## src/rtl/i2c_pkg.sv

```systemverilog
// Shared types and bus-level constants for the I2C register target.
package i2c_pkg;
   localparam int I2C_ADDR_W = 7;
   localparam logic ACK_LVL  = 1'b0;
   localparam logic NACK_LVL = 1'b1;

   typedef enum logic [2:0] {
      IDLE,
      ADDR,
      ADDR_ACK,
      PTR,
      WR_DATA,
      RD_DATA,
      RD_ACK
   } state_t;
endpackage

```

## src/rtl/i2c_target_regs_if.sv

```systemverilog
// Pin-side and register-write-side signals of the I2C register target.
interface i2c_target_regs_if;
   logic       scl_i;
   logic       sda_i;
   logic       sda_oe;
   logic       wr_valid;
   logic [7:0] wr_addr;
   logic [7:0] wr_data;
   logic       busy;

   modport slave (
      input  scl_i, sda_i,
      output sda_oe, wr_valid, wr_addr, wr_data, busy
   );

   modport master (
      output scl_i, sda_i,
      input  sda_oe, wr_valid, wr_addr, wr_data, busy
   );
endinterface

```

## src/rtl/i2c_line_filter.sv

```systemverilog
// Two-flop synchroniser plus FILTER_LEN-sample glitch filter for one I2C line,
// with single-cycle rise/fall flags on the filtered level.
module i2c_line_filter #(
   parameter int FILTER_LEN = 3
) (
   input  logic clk48,
   input  logic reset_n,
   input  logic line_in,
   output logic level,
   output logic rise,
   output logic fall
);
   localparam int CW = $clog2(FILTER_LEN + 1);

   logic          sync1;
   logic          sync2;
   logic          level_d;
   logic [CW-1:0] cnt;

   // An idle bus floats high, so every stage resets to 1.
   always_ff @(posedge clk48 or negedge reset_n) begin
      if (!reset_n) begin
         sync1   <= 1'b1;
         sync2   <= 1'b1;
         level   <= 1'b1;
         level_d <= 1'b1;
         cnt     <= '0;
      end else begin
         sync1   <= line_in;
         sync2   <= sync1;
         level_d <= level;
         if (sync2 == level) begin
            cnt <= '0;
         end else if (cnt == CW'(FILTER_LEN - 1)) begin
            level <= sync2;
            cnt   <= '0;
         end else begin
            cnt <= cnt + 1'b1;
         end
      end
   end

   assign rise = level & ~level_d;
   assign fall = ~level & level_d;
endmodule

```

## src/rtl/i2c_target_regs.sv

```systemverilog
// I2C target with a byte register file and auto-incrementing pointer;
// SDA is only ever pulled low (open drain), never driven high.
module i2c_target_regs
   import i2c_pkg::*;
#(
   parameter logic [I2C_ADDR_W-1:0] I2C_ADDR   = 7'h50,
   parameter int                    NUM_REGS   = 16,
   parameter int                    FILTER_LEN = 3
) (
   input logic              clk48,
   input logic              reset_n,
   i2c_target_regs_if.slave bus
);
   localparam int         PW       = (NUM_REGS > 1) ? $clog2(NUM_REGS) : 1;
   localparam logic [7:0] PTR_MASK = 8'(NUM_REGS - 1);

   logic scl_f, scl_rise, scl_fall;
   logic sda_f, sda_rise, sda_fall;
   logic start, stop;

   state_t     state_q, state_d;
   logic [3:0] bit_cnt_q, bit_cnt_d;
   logic [7:0] shreg_q, shreg_d;
   logic [7:0] ptr_q, ptr_d;
   logic [7:0] wr_addr_q, wr_addr_d;
   logic [7:0] wr_data_q, wr_data_d;
   logic       rw_q, rw_d;
   logic       sda_oe_q, sda_oe_d;
   logic       wr_valid_q, wr_valid_d;
   logic [7:0] byte_in;
   logic [7:0] rd_byte;
   logic [7:0] regs [NUM_REGS];

   i2c_line_filter #(.FILTER_LEN(FILTER_LEN)) u_scl_filt (
      .clk48(clk48), .reset_n(reset_n), .line_in(bus.scl_i),
      .level(scl_f), .rise(scl_rise), .fall(scl_fall)
   );

   i2c_line_filter #(.FILTER_LEN(FILTER_LEN)) u_sda_filt (
      .clk48(clk48), .reset_n(reset_n), .line_in(bus.sda_i),
      .level(sda_f), .rise(sda_rise), .fall(sda_fall)
   );

   assign start   = sda_fall & scl_f;
   assign stop    = sda_rise & scl_f;
   assign byte_in = {shreg_q[6:0], sda_f};
   assign rd_byte = regs[ptr_q[PW-1:0]];

   // bit_cnt 8 = byte received, ACK pending; 9 = ACK on the bus for the 9th clock.
   always_comb begin
      state_d    = state_q;
      bit_cnt_d  = bit_cnt_q;
      shreg_d    = shreg_q;
      ptr_d      = ptr_q;
      rw_d       = rw_q;
      sda_oe_d   = sda_oe_q;
      wr_valid_d = 1'b0;
      wr_addr_d  = wr_addr_q;
      wr_data_d  = wr_data_q;
      if (stop) begin
         state_d  = IDLE;
         sda_oe_d = 1'b0;
      end else if (start) begin
         state_d   = ADDR;
         bit_cnt_d = '0;
         sda_oe_d  = 1'b0;
      end else begin
         case (state_q)
            IDLE: ;
            ADDR, ADDR_ACK, PTR, WR_DATA: begin
               if (scl_rise && bit_cnt_q < 4'd8) begin
                  shreg_d   = byte_in;
                  bit_cnt_d = bit_cnt_q + 4'd1;
                  if (bit_cnt_q == 4'd7) begin
                     if (state_q == ADDR) begin
                        if (byte_in[7:1] == I2C_ADDR) begin
                           state_d = ADDR_ACK;
                           rw_d    = byte_in[0];
                        end else begin
                           state_d = IDLE;
                        end
                     end else if (state_q == PTR) begin
                        ptr_d = byte_in & PTR_MASK;
                     end else if (state_q == WR_DATA) begin
                        wr_valid_d = 1'b1;
                        wr_addr_d  = ptr_q;
                        wr_data_d  = byte_in;
                        ptr_d      = (ptr_q + 8'd1) & PTR_MASK;
                     end
                  end
               end else if (scl_fall && bit_cnt_q == 4'd8) begin
                  sda_oe_d  = ~ACK_LVL;
                  bit_cnt_d = 4'd9;
               end else if (scl_fall && bit_cnt_q == 4'd9) begin
                  sda_oe_d  = 1'b0;
                  bit_cnt_d = '0;
                  if (state_q == PTR) begin
                     state_d = WR_DATA;
                  end else if (state_q == ADDR_ACK) begin
                     if (rw_q) begin
                        state_d  = RD_DATA;
                        shreg_d  = rd_byte;
                        sda_oe_d = ~rd_byte[7];
                     end else begin
                        state_d = PTR;
                     end
                  end
               end
            end
            RD_DATA: begin
               if (scl_rise && bit_cnt_q < 4'd8) begin
                  bit_cnt_d = bit_cnt_q + 4'd1;
               end else if (scl_fall && bit_cnt_q == 4'd8) begin
                  sda_oe_d  = 1'b0;
                  bit_cnt_d = '0;
                  state_d   = RD_ACK;
               end else if (scl_fall && bit_cnt_q != 4'd0) begin
                  shreg_d  = {shreg_q[6:0], 1'b0};
                  sda_oe_d = ~shreg_q[6];
               end
            end
            RD_ACK: begin
               if (scl_rise && bit_cnt_q == 4'd0) begin
                  if (sda_f == NACK_LVL) begin
                     state_d = IDLE;
                  end else begin
                     ptr_d     = (ptr_q + 8'd1) & PTR_MASK;
                     bit_cnt_d = 4'd1;
                  end
               end else if (scl_fall && bit_cnt_q == 4'd1) begin
                  state_d   = RD_DATA;
                  bit_cnt_d = '0;
                  shreg_d   = rd_byte;
                  sda_oe_d  = ~rd_byte[7];
               end
            end
            default: state_d = IDLE;
         endcase
      end
   end

   always_ff @(posedge clk48 or negedge reset_n) begin
      if (!reset_n) begin
         state_q    <= IDLE;
         bit_cnt_q  <= '0;
         shreg_q    <= '0;
         ptr_q      <= '0;
         rw_q       <= 1'b0;
         sda_oe_q   <= 1'b0;
         wr_valid_q <= 1'b0;
         wr_addr_q  <= '0;
         wr_data_q  <= '0;
      end else begin
         state_q    <= state_d;
         bit_cnt_q  <= bit_cnt_d;
         shreg_q    <= shreg_d;
         ptr_q      <= ptr_d;
         rw_q       <= rw_d;
         sda_oe_q   <= sda_oe_d;
         wr_valid_q <= wr_valid_d;
         wr_addr_q  <= wr_addr_d;
         wr_data_q  <= wr_data_d;
      end
   end

   always_ff @(posedge clk48 or negedge reset_n) begin
      if (!reset_n) begin
         for (int i = 0; i < NUM_REGS; i++) regs[i] <= '0;
      end else if (wr_valid_d) begin
         regs[wr_addr_d[PW-1:0]] <= wr_data_d;
      end
   end

   assign bus.sda_oe   = sda_oe_q;
   assign bus.wr_valid = wr_valid_q;
   assign bus.wr_addr  = wr_addr_q;
   assign bus.wr_data  = wr_data_q;
   assign bus.busy     = (state_q != IDLE);
endmodule

```

## src/flat_wrapper.sv

```systemverilog
// flat-port wrapper written by rule: the top's interface ports become plain ports
module i2c_target_regs_flat import i2c_pkg::*;
#(
   parameter logic [I2C_ADDR_W-1:0] I2C_ADDR   = 7'h50,
   parameter int                    NUM_REGS   = 16,
   parameter int                    FILTER_LEN = 3
)
  (clk48, reset_n, bus_scl_i, bus_sda_i, bus_sda_oe, bus_wr_valid, bus_wr_addr, bus_wr_data, bus_busy);
  i2c_target_regs_if bus_i ();
  input logic clk48;
  input logic reset_n;
  input wire logic [$bits(bus_i.scl_i)-1:0] bus_scl_i;
  input wire logic [$bits(bus_i.sda_i)-1:0] bus_sda_i;
  output wire logic [$bits(bus_i.sda_oe)-1:0] bus_sda_oe;
  output wire logic [$bits(bus_i.wr_valid)-1:0] bus_wr_valid;
  output wire logic [$bits(bus_i.wr_addr)-1:0] bus_wr_addr;
  output wire logic [$bits(bus_i.wr_data)-1:0] bus_wr_data;
  output wire logic [$bits(bus_i.busy)-1:0] bus_busy;
  assign bus_i.scl_i = bus_scl_i;
  assign bus_i.sda_i = bus_sda_i;
  assign bus_sda_oe = bus_i.sda_oe;
  assign bus_wr_valid = bus_i.wr_valid;
  assign bus_wr_addr = bus_i.wr_addr;
  assign bus_wr_data = bus_i.wr_data;
  assign bus_busy = bus_i.busy;
  i2c_target_regs #(.I2C_ADDR(I2C_ADDR), .NUM_REGS(NUM_REGS), .FILTER_LEN(FILTER_LEN)) u_core (.clk48(clk48), .reset_n(reset_n), .bus(bus_i));
endmodule
```

## config.mk

```make
export PLATFORM = sky130hd
export DESIGN_NAME = i2c_target_regs_flat
export DESIGN_NICKNAME = d
export VERILOG_FILES = /design/src/rtl/i2c_pkg.sv /design/src/rtl/i2c_target_regs_if.sv /design/src/rtl/i2c_line_filter.sv /design/src/rtl/i2c_target_regs.sv /design/src/flat_wrapper.sv
export SDC_FILE = /design/constraint.sdc
export NUM_CORES = 1
export LEC_CHECK = 0
export BUFFER_PORTS_ARGS = -buffer_cell sky130_fd_sc_hd__buf_2
export CAP_MARGIN = 30
export CORE_MARGIN = 3
export CORE_UTILIZATION = 56
export CTS_CLUSTER_SIZE = 12
export DETAILED_ROUTE_END_ITERATION = 12
export GPL_ROUTABILITY_DRIVEN = 0
export HOLD_SLACK_MARGIN = 0.08
export PLACE_DENSITY = 0.84
export SETUP_SLACK_MARGIN = 0.15
export SYNTH_ARGS = -nofsm -noshare
export SYNTH_HDL_FRONTEND = slang
export SYNTH_SLANG_ARGS = --single-unit
```

## constraint.sdc

```tcl
create_clock -name clk48 -period 2.7 [get_ports clk48]
set_input_delay 0.135 -clock clk48 [delete_from_list [all_inputs] [get_ports clk48]]
set_output_delay 0.135 -clock clk48 [all_outputs]
set_load 0.02 [all_outputs]
```

# After elaboration in Yosys (flattened, before gate mapping)
# Cells that the tools add are included.
dict set report word_totals {
  regBits 181
  input_bits 4
  out_inout_bits 19
  word_cells 234
}
dict set report classes {
  addsub 4
  magnitude_cmp 4
  n_eq_ne 50
  n_mux 95
  bitwise 20
  reduce_logical 25
}
# cell count
set ops {}
lappend ops {{2-to-1 mux 8 bit} 18}
lappend ops {{bitwise mux 128 bit} 1}
lappend ops {{2-to-1 mux 7 bit} 11}
lappend ops {{2-to-1 mux 4 bit} 17}
lappend ops {{2-to-1 mux 3 bit} 15}
lappend ops {{binary-select mux 8 bit (select 4 bit)} 1}
lappend ops {{demux 8 bit (select 4 bit)} 1}
lappend ops {{!= test 5 x 1 -> 1 bit, second input constant} 5}
lappend ops {{2-to-1 mux 1 bit} 21}
lappend ops {{case mux 7 bit (3 select lines)} 1}
lappend ops {{!= test 4 x 1 -> 1 bit, second input constant} 4}
lappend ops {{case mux 8 bit (2 select lines)} 1}
lappend ops {{!= test 3 x 1 -> 1 bit, second input constant} 5}
lappend ops {{AND reduction 7 bit} 2}
lappend ops {{AND reduction 13 bit} 1}
lappend ops {{!= test 4 x 2 -> 1 bit, second input constant} 3}
lappend ops {{NOT 1 bit} 12}
lappend ops {{case mux 3 bit (4 select lines)} 1}
lappend ops {{case mux 4 bit (3 select lines)} 1}
lappend ops {{>= comparator 5 bit, second input constant} 2}
lappend ops {{2-to-1 mux 2 bit} 5}
lappend ops {{!= test 2 x 1 -> 1 bit, second input constant} 5}
lappend ops {{!= test 2 bit, second input constant} 5}
lappend ops {{!= test 5 x 2 -> 1 bit, second input constant} 2}
lappend ops {{33 further kinds} 58}

# Depth between registers and ports, before layout
dict set report logic_depth {
  ltp_word 15
  mapped_depth 10
  depth_no_buf 9
}

# By module
# From an unflattened synthesis, not the netlist that was laid out.
dict set report hier_totals {
  cells_unflattened 794
  area_unflattened_um2 9007.4
}
# module n_inst cells_each area_each_um2
set modules_own_cells {}
lappend modules_own_cells {i2c_target_regs 1 768 8559.5}
lappend modules_own_cells {i2c_line_filter 2 13 224.0}

# Least setup slack after synthesis
# No wires, ideal clock.
dict set report synth_path {
  path_kind {register -> register}
  start {register u_core.u_scl_filt.level}
  end {register u_core.regs[116] (netlist name)}
  setup_ns 0.135
  arrival_ns 2.453
  path_slack_ns 0.113
  path_stages_with_launch 10
  n_path_buf 3
  period_less_slack_ns 2.587
  path_cell_list {dfstp_2 buf_6 or3b_4 a211oi_2 nand2_1 clkinv_2 buf_4 mux2i_1 clkbuf_1 o21ai_0}
}
# element line_no
set synth_lines {}
lappend synth_lines {{start, declared} i2c_line_filter.sv:9} ;# output logic level,
lappend synth_lines {{start signal, assigned} i2c_line_filter.sv:35} ;# level <= sync2;
lappend synth_lines {{bitwise AND 1 bit} i2c_line_filter.sv:43} ;# assign rise = level & ~level_d;
lappend synth_lines {{logical AND 1 bit} i2c_target_regs.sv:71} ;# if (scl_rise && bit_cnt_q < 4'd8) begin
lappend synth_lines {{2-to-1 mux 1 bit} i2c_target_regs.sv:71}
lappend synth_lines {{2-to-1 mux 1 bit} i2c_target_regs.sv:68} ;# case (state_q)
lappend synth_lines {{2-to-1 mux 1 bit} i2c_target_regs.sv:63} ;# end else if (start) begin
lappend synth_lines {{2-to-1 mux 1 bit (*)} i2c_target_regs.sv:60} ;# if (stop) begin
lappend synth_lines {{via u_core.wr_valid_d} i2c_target_regs.sv:29} ;# logic wr_valid_q, wr_valid_d;
lappend synth_lines {{end signal, assigned by index} i2c_target_regs.sv:170} ;# regs[wr_addr_d[PW-1:0]] <= wr_data_d;
lappend synth_lines {{end, declared} i2c_target_regs.sv:32} ;# logic [7:0] regs [NUM_REGS];
# Mark *: on every way through the listed nets, which the timed path passes. The rest lies on a longest branch.
# A chain may end at the register's enable or synchronous reset.

# Worst setup path in the final report
dict set report layout_path {
  start {register u_core.u_scl_filt.level}
  end {register u_core.regs[44] (netlist name)}
}
dict set report layout_between {
  elab_chain_len 12
}
# element line_no
set layout_lines {}
lappend layout_lines {{bitwise AND 1 bit} i2c_line_filter.sv:43}
lappend layout_lines {{logical AND 1 bit} i2c_target_regs.sv:71}
lappend layout_lines {{2-to-1 mux 4 bit} i2c_target_regs.sv:71}
lappend layout_lines {{2-to-1 mux 4 bit} i2c_target_regs.sv:68}
lappend layout_lines {{2-to-1 mux 4 bit} i2c_target_regs.sv:63}
lappend layout_lines {{2-to-1 mux 4 bit} i2c_target_regs.sv:60}
lappend layout_lines {{NOT 4 -> 5 bit (not written as such)} i2c_target_regs.sv:170}
lappend layout_lines {{>= comparator 5 bit (not written as such) / less-than comparator 5 x 1 -> 1 bit (equally long branches)} i2c_target_regs.sv:170}
lappend layout_lines {{logical AND 1 bit (not written as such)} i2c_target_regs.sv:170}
lappend layout_lines {{2-to-1 mux 8 bit (not written as such)} i2c_target_regs.sv:170}
lappend layout_lines {{demux 8 bit (select 4 bit)} i2c_target_regs.sv:170}
lappend layout_lines {{bitwise mux 128 bit} i2c_target_regs.sv:170}
# Parallel ways exist; a longest one is shown, timed or not.

==> summary.md <==
| Metric | Value |
|---|---|
| Status | `complete, no violations` |
| CP required | `between 2 and 3 ns` |
| Slew HR | `around half` |
| Die area | `approximately 0.016 mm²` |
| Total negative slack | `0 ns` |
| Die width | `around 130 µm` |
| Core Footprint | `between 0.01 and 0.015 mm²` |
| Fin. Hold Viols | `0` |
| Average cell area after synthesis | `around 10 µm²` |
| Final WL | `just over 20,000 µm` |
| N_diodes | `0` |
| DRT antenna net count | `0` |
| Fillers | `1,031` |
| Largest net degree at the start of global routing | `83` |
| CP peak stage delay | `~0.52 ns` |
| Non-filler instance count after layout | `a little over 1,000` |
| Setup crit end kind | `flop` |
| Clock transition at path regs | `roughly 0.07 ns` |
| Leak pwr | `approximately 0.0041 µW` |
| Die H | `between 100 and 150 µm` |
| Gr ovfl total | `0` |
| Clk root buf | `clkbuf_16` |
| Register bit count reported by yosys | `173` |
| Bufs and invs on worst path | `1` |
| Sequential share of the synthesized area | `52.7%` |
| Number of synthesized flops with an enable pin | `0` |
| 1st-iter DRT viols | `between 600 and 700` |
| WP data arrival | `~2.8 ns` |
| Wire length per cell | `between 20 and 25 µm` |
| H-tree lvl count | `4` |
| Startpoint Class | `flop` |
| Family with the most delay on the worst path | `simple AND/OR/NAND/NOR gates` |
| Worst reg2reg path startpoint | `u_core.u_scl_filt.level` |
| Worst Tran Pin Value | `around 0.75 ns` |
| Fraction of registers with async set/reset | `100%` |
| Post-Syn Area | `between 0.008 and 0.009 mm²` |
| Worst Skew | `between 0.008 and 0.009 ns` |
| Post-Synth XOR/XNOR Area | `less than 1%` |
| Compound-gate portion of the synthesized area | `approximately 16%` |
| Total of max-cap violations | `0` |
| Pwr per Cell Area | `691 mW/mm²` |
| Hold slack final | `0.238 ns` |
| Reg2reg end | `u_core.regs[44]` |
| # DRC | `0` |
| CTS Buf Count | `17` |
| Largest family of logic cells by synthesized area | `compound AO/OA/AOI/OAI gates` |
| Proportion of layout cells with a drive suffix above 1 | `about a fifth` |
| GRT Util Overall | `a little over a quarter` |
| # setup viols final | `0` |
| CP Class | `reg2reg` |
| Cell count of the worst reg-to-reg path | `8` |
| Footprint of the multi-input gates | `0.00358 mm²` |
| Vias per inst | `between 6 and 7` |
| Clk Latency, worst-skew pair | `roughly 0.42 ns` |
| Worst R2R Setup Slack | `0.18 ns` |
| Post-synthesis mux area share | `12.6%` |
| Synth unique cells | `between 60 and 70` |
| Main synth FF type | `dfrtp_1` |
| Storage cell area | `around 0.0043 mm²` |
| Detail Placement HPWL | `between 10,000 and 15,000 µm` |
| Placed cell count | `between 900 and 1,000` |
| YS warnings | `0` |
| Critical Path Fanout Max | `16` |
| RSZ-0062 raised after global routing | `true` |
| NumNets Final | `approximately 830` |
| I/O Buffers | `18` |
| Initial core utilization | `around three fifths` |
| Antenna violations before repair | `0` |
| Adder-cell share of the synthesized area | `less than 1%` |
| First-pass GRT wire length | `about 34,000 µm` |
| Vias in the first global route | `~6,400` |
| Peak supply drop | `slightly above 0.5 mV` |
| Area grow syn2layout | `13.7%` |
| Max Buffers Root-to-Sink | `2` |
| F_max | `approximately 400 MHz` |
| Rows | `43` |
| First drt pass iteration count | `5` |
| Via count | `6,303` |
| IO Pins | `23` |
| Fin crit share | `between 90% and 100%` |
| CP most frequent cell | `nand2_1` |
| Post-route minimum period | `between 2 and 3 ns` |
| Mapped Cells | `between 700 and 800` |
| Post-synthesis simple-gate area fraction | `a little over an eighth` |
| Type of the worst min-delay path | `in2async` |
| Sink Count | `173` |
| TritonCTS clock tree | `yes` |
| Slowest CP cell | `dfstp_2` |
| Cell breakdown of the critical path | `or3b_4 > a211oi_2 > nand2_1 > clkinv_2 > and3b_1 > nand2_1 > nand2_1 > o21ai_0` |
| Slew Viols, Final | `0` |
## flip-flops by register name, summed over array words and instances, names as in the netlist, 2 cells and up
register / flops
u_core.u_sda_filt.cnt: 2
u_core.state_q: 3
u_core.u_scl_filt.cnt: 2
u_core.shreg_q: 7
u_core.regs: 128
u_core.bit_cnt_q: 4
u_core.bus.wr_addr: 4
u_core.ptr_q: 4
u_core.bus.wr_data: 8
## final cells by class
class                      count  share of cell area [%]
sequential                   173                    46.4
inverter                      18                   0.736
timing repair buffer          64                    5.11
tap                          180                    2.41
clock inverter                 9                    1.66
multi-input combinational    545                    38.3
clock buffer                  23                    5.43
## metrics by stage
step	worst slack [ns]	power, µW	util [%]	area [µm²]
after global placement	0.298	3750	61.0	8640
after detailed placement	0.214	3770	61.0	8640
after floorplan	0.128	3470	-	8240
final	0.181	6460	66.1	9360
after CTS	0.152	6470	65.9	9330
after global routing	0.00746	6700	66.1	9360
## placed cells by master (no fill, tap or decap), types with 4 or more instances in the layout
cell type	instances
a211oi_1	11
a21oi_1	47
a31o_2	4
a31oi_1	4
buf_2	17
buf_4	40
bufinv_16	4
clkbuf_16	17
clkbuf_8	6
conb_1	4
dfrtp_1	163
dfstp_2	8
ha_1	4
inv_1	16
mux2_2	7
mux2i_1	18
mux4_2	34
nand2_1	134
nand2_2	7
nand3_1	10
nand4_1	6
nor2_1	41
nor2b_1	11
nor3_1	7
nor3b_1	4
o21ai_0	109
o21ai_1	22
o22ai_1	5
## report_power, final
| group | internal, µW | total, µW | switching (µW) |
|---|---|---|---|
| combinational | 317 | 898 | 581 |
| clock | 1700 | 2710 | 1010 |
| sequential | 2720 | 2860 | 140 |
## cells in the mapped netlist (3+ instances only)
library cell | instances | share of area (%)
mux4_2 | 34 | 9.3
nand4_1 | 6 | 0.46
inv_1 | 16 | 0.73
dfstp_2 | 8 | 2.6
buf_4 | 6 | 0.55
ha_1 | 4 | 0.61
nand3_1 | 10 | 0.61
or2_2 | 3 | 0.23
clkbuf_1 | 37 | 1.7
nor3b_1 | 4 | 0.37
nor3_1 | 7 | 0.43
a31oi_1 | 4 | 0.30
and2_1 | 3 | 0.23
a32o_1 | 3 | 0.37
mux2_2 | 7 | 0.96
nor2_1 | 41 | 1.9
nand2_1 | 141 | 6.4
o31ai_1 | 3 | 0.27
nor2b_1 | 12 | 0.91
a21oi_1 | 47 | 2.9
buf_1 | 4 | 0.18
o21ai_0 | 109 | 6.6
nand2b_1 | 3 | 0.23
dfrtp_1 | 165 | 50
a31o_2 | 4 | 0.43
mux2i_1 | 19 | 2.3
o22ai_1 | 5 | 0.38
and3b_1 | 3 | 0.32
buf_2 | 12 | 0.73
o21ai_1 | 22 | 1.3
a211oi_1 | 11 | 1.0
## worst reg2reg max path, delay by kind of cell (launching register included)
family / cells / cell delay, ns
buffers and inverters: 1 / 0.12
AO/OA/AOI/OAI: 2 / 0.36
flip-flops: 1 / 0.52
AND/OR/NAND/NOR: 5 / 1.36
## kinds of logic after synthesis
| family | count (synthesis) |
|---|---|
| AO/OA/AOI/OAI | 232 |
| XOR/XNOR | 3 |
| adder cells (fa/ha/maj) | 4 |
| buffers and inverters | 79 |
| flip-flops | 173 |
| multiplexers | 60 |
| other | 1 |
| AND/OR/NAND/NOR | 242 |
## timing repair
item	4_1_cts	5_1_grt
hold buffers	3	0
resized for setup	0	10
setup endpoints to repair	0	88
hold endpoints to repair	55	0
buffers inserted	0	0
## worst max-delay path by stage
stage                       startpoint                  end  slack (ns)  cells past startpoint
4_1_cts        u_core.u_scl_filt.level      u_core.regs[90]        0.15                      8
6_report       u_core.u_scl_filt.level      u_core.regs[44]        0.18                      8
3_3_place_gp       u_core.bit_cnt_q[1]  u_core.bit_cnt_q[3]        0.30                      8
3_5_place_dp   u_core.u_scl_filt.level      u_core.regs[90]        0.21                      8
2_1_floorplan  u_core.u_scl_filt.level     u_core.regs[117]        0.13                      9
5_1_grt        u_core.u_scl_filt.level      u_core.regs[11]       0.007                      9
## metal layers
metal	track usage, %	routed length [µm]	vias to the layer above
li1	-	-	2870
met5	0	0	-
met3	5.14	1250	47
met1	36.6	8410	3079
met4	8.77	497	0
met2	43.7	10100	307
(Power assumes the default switching activity.)
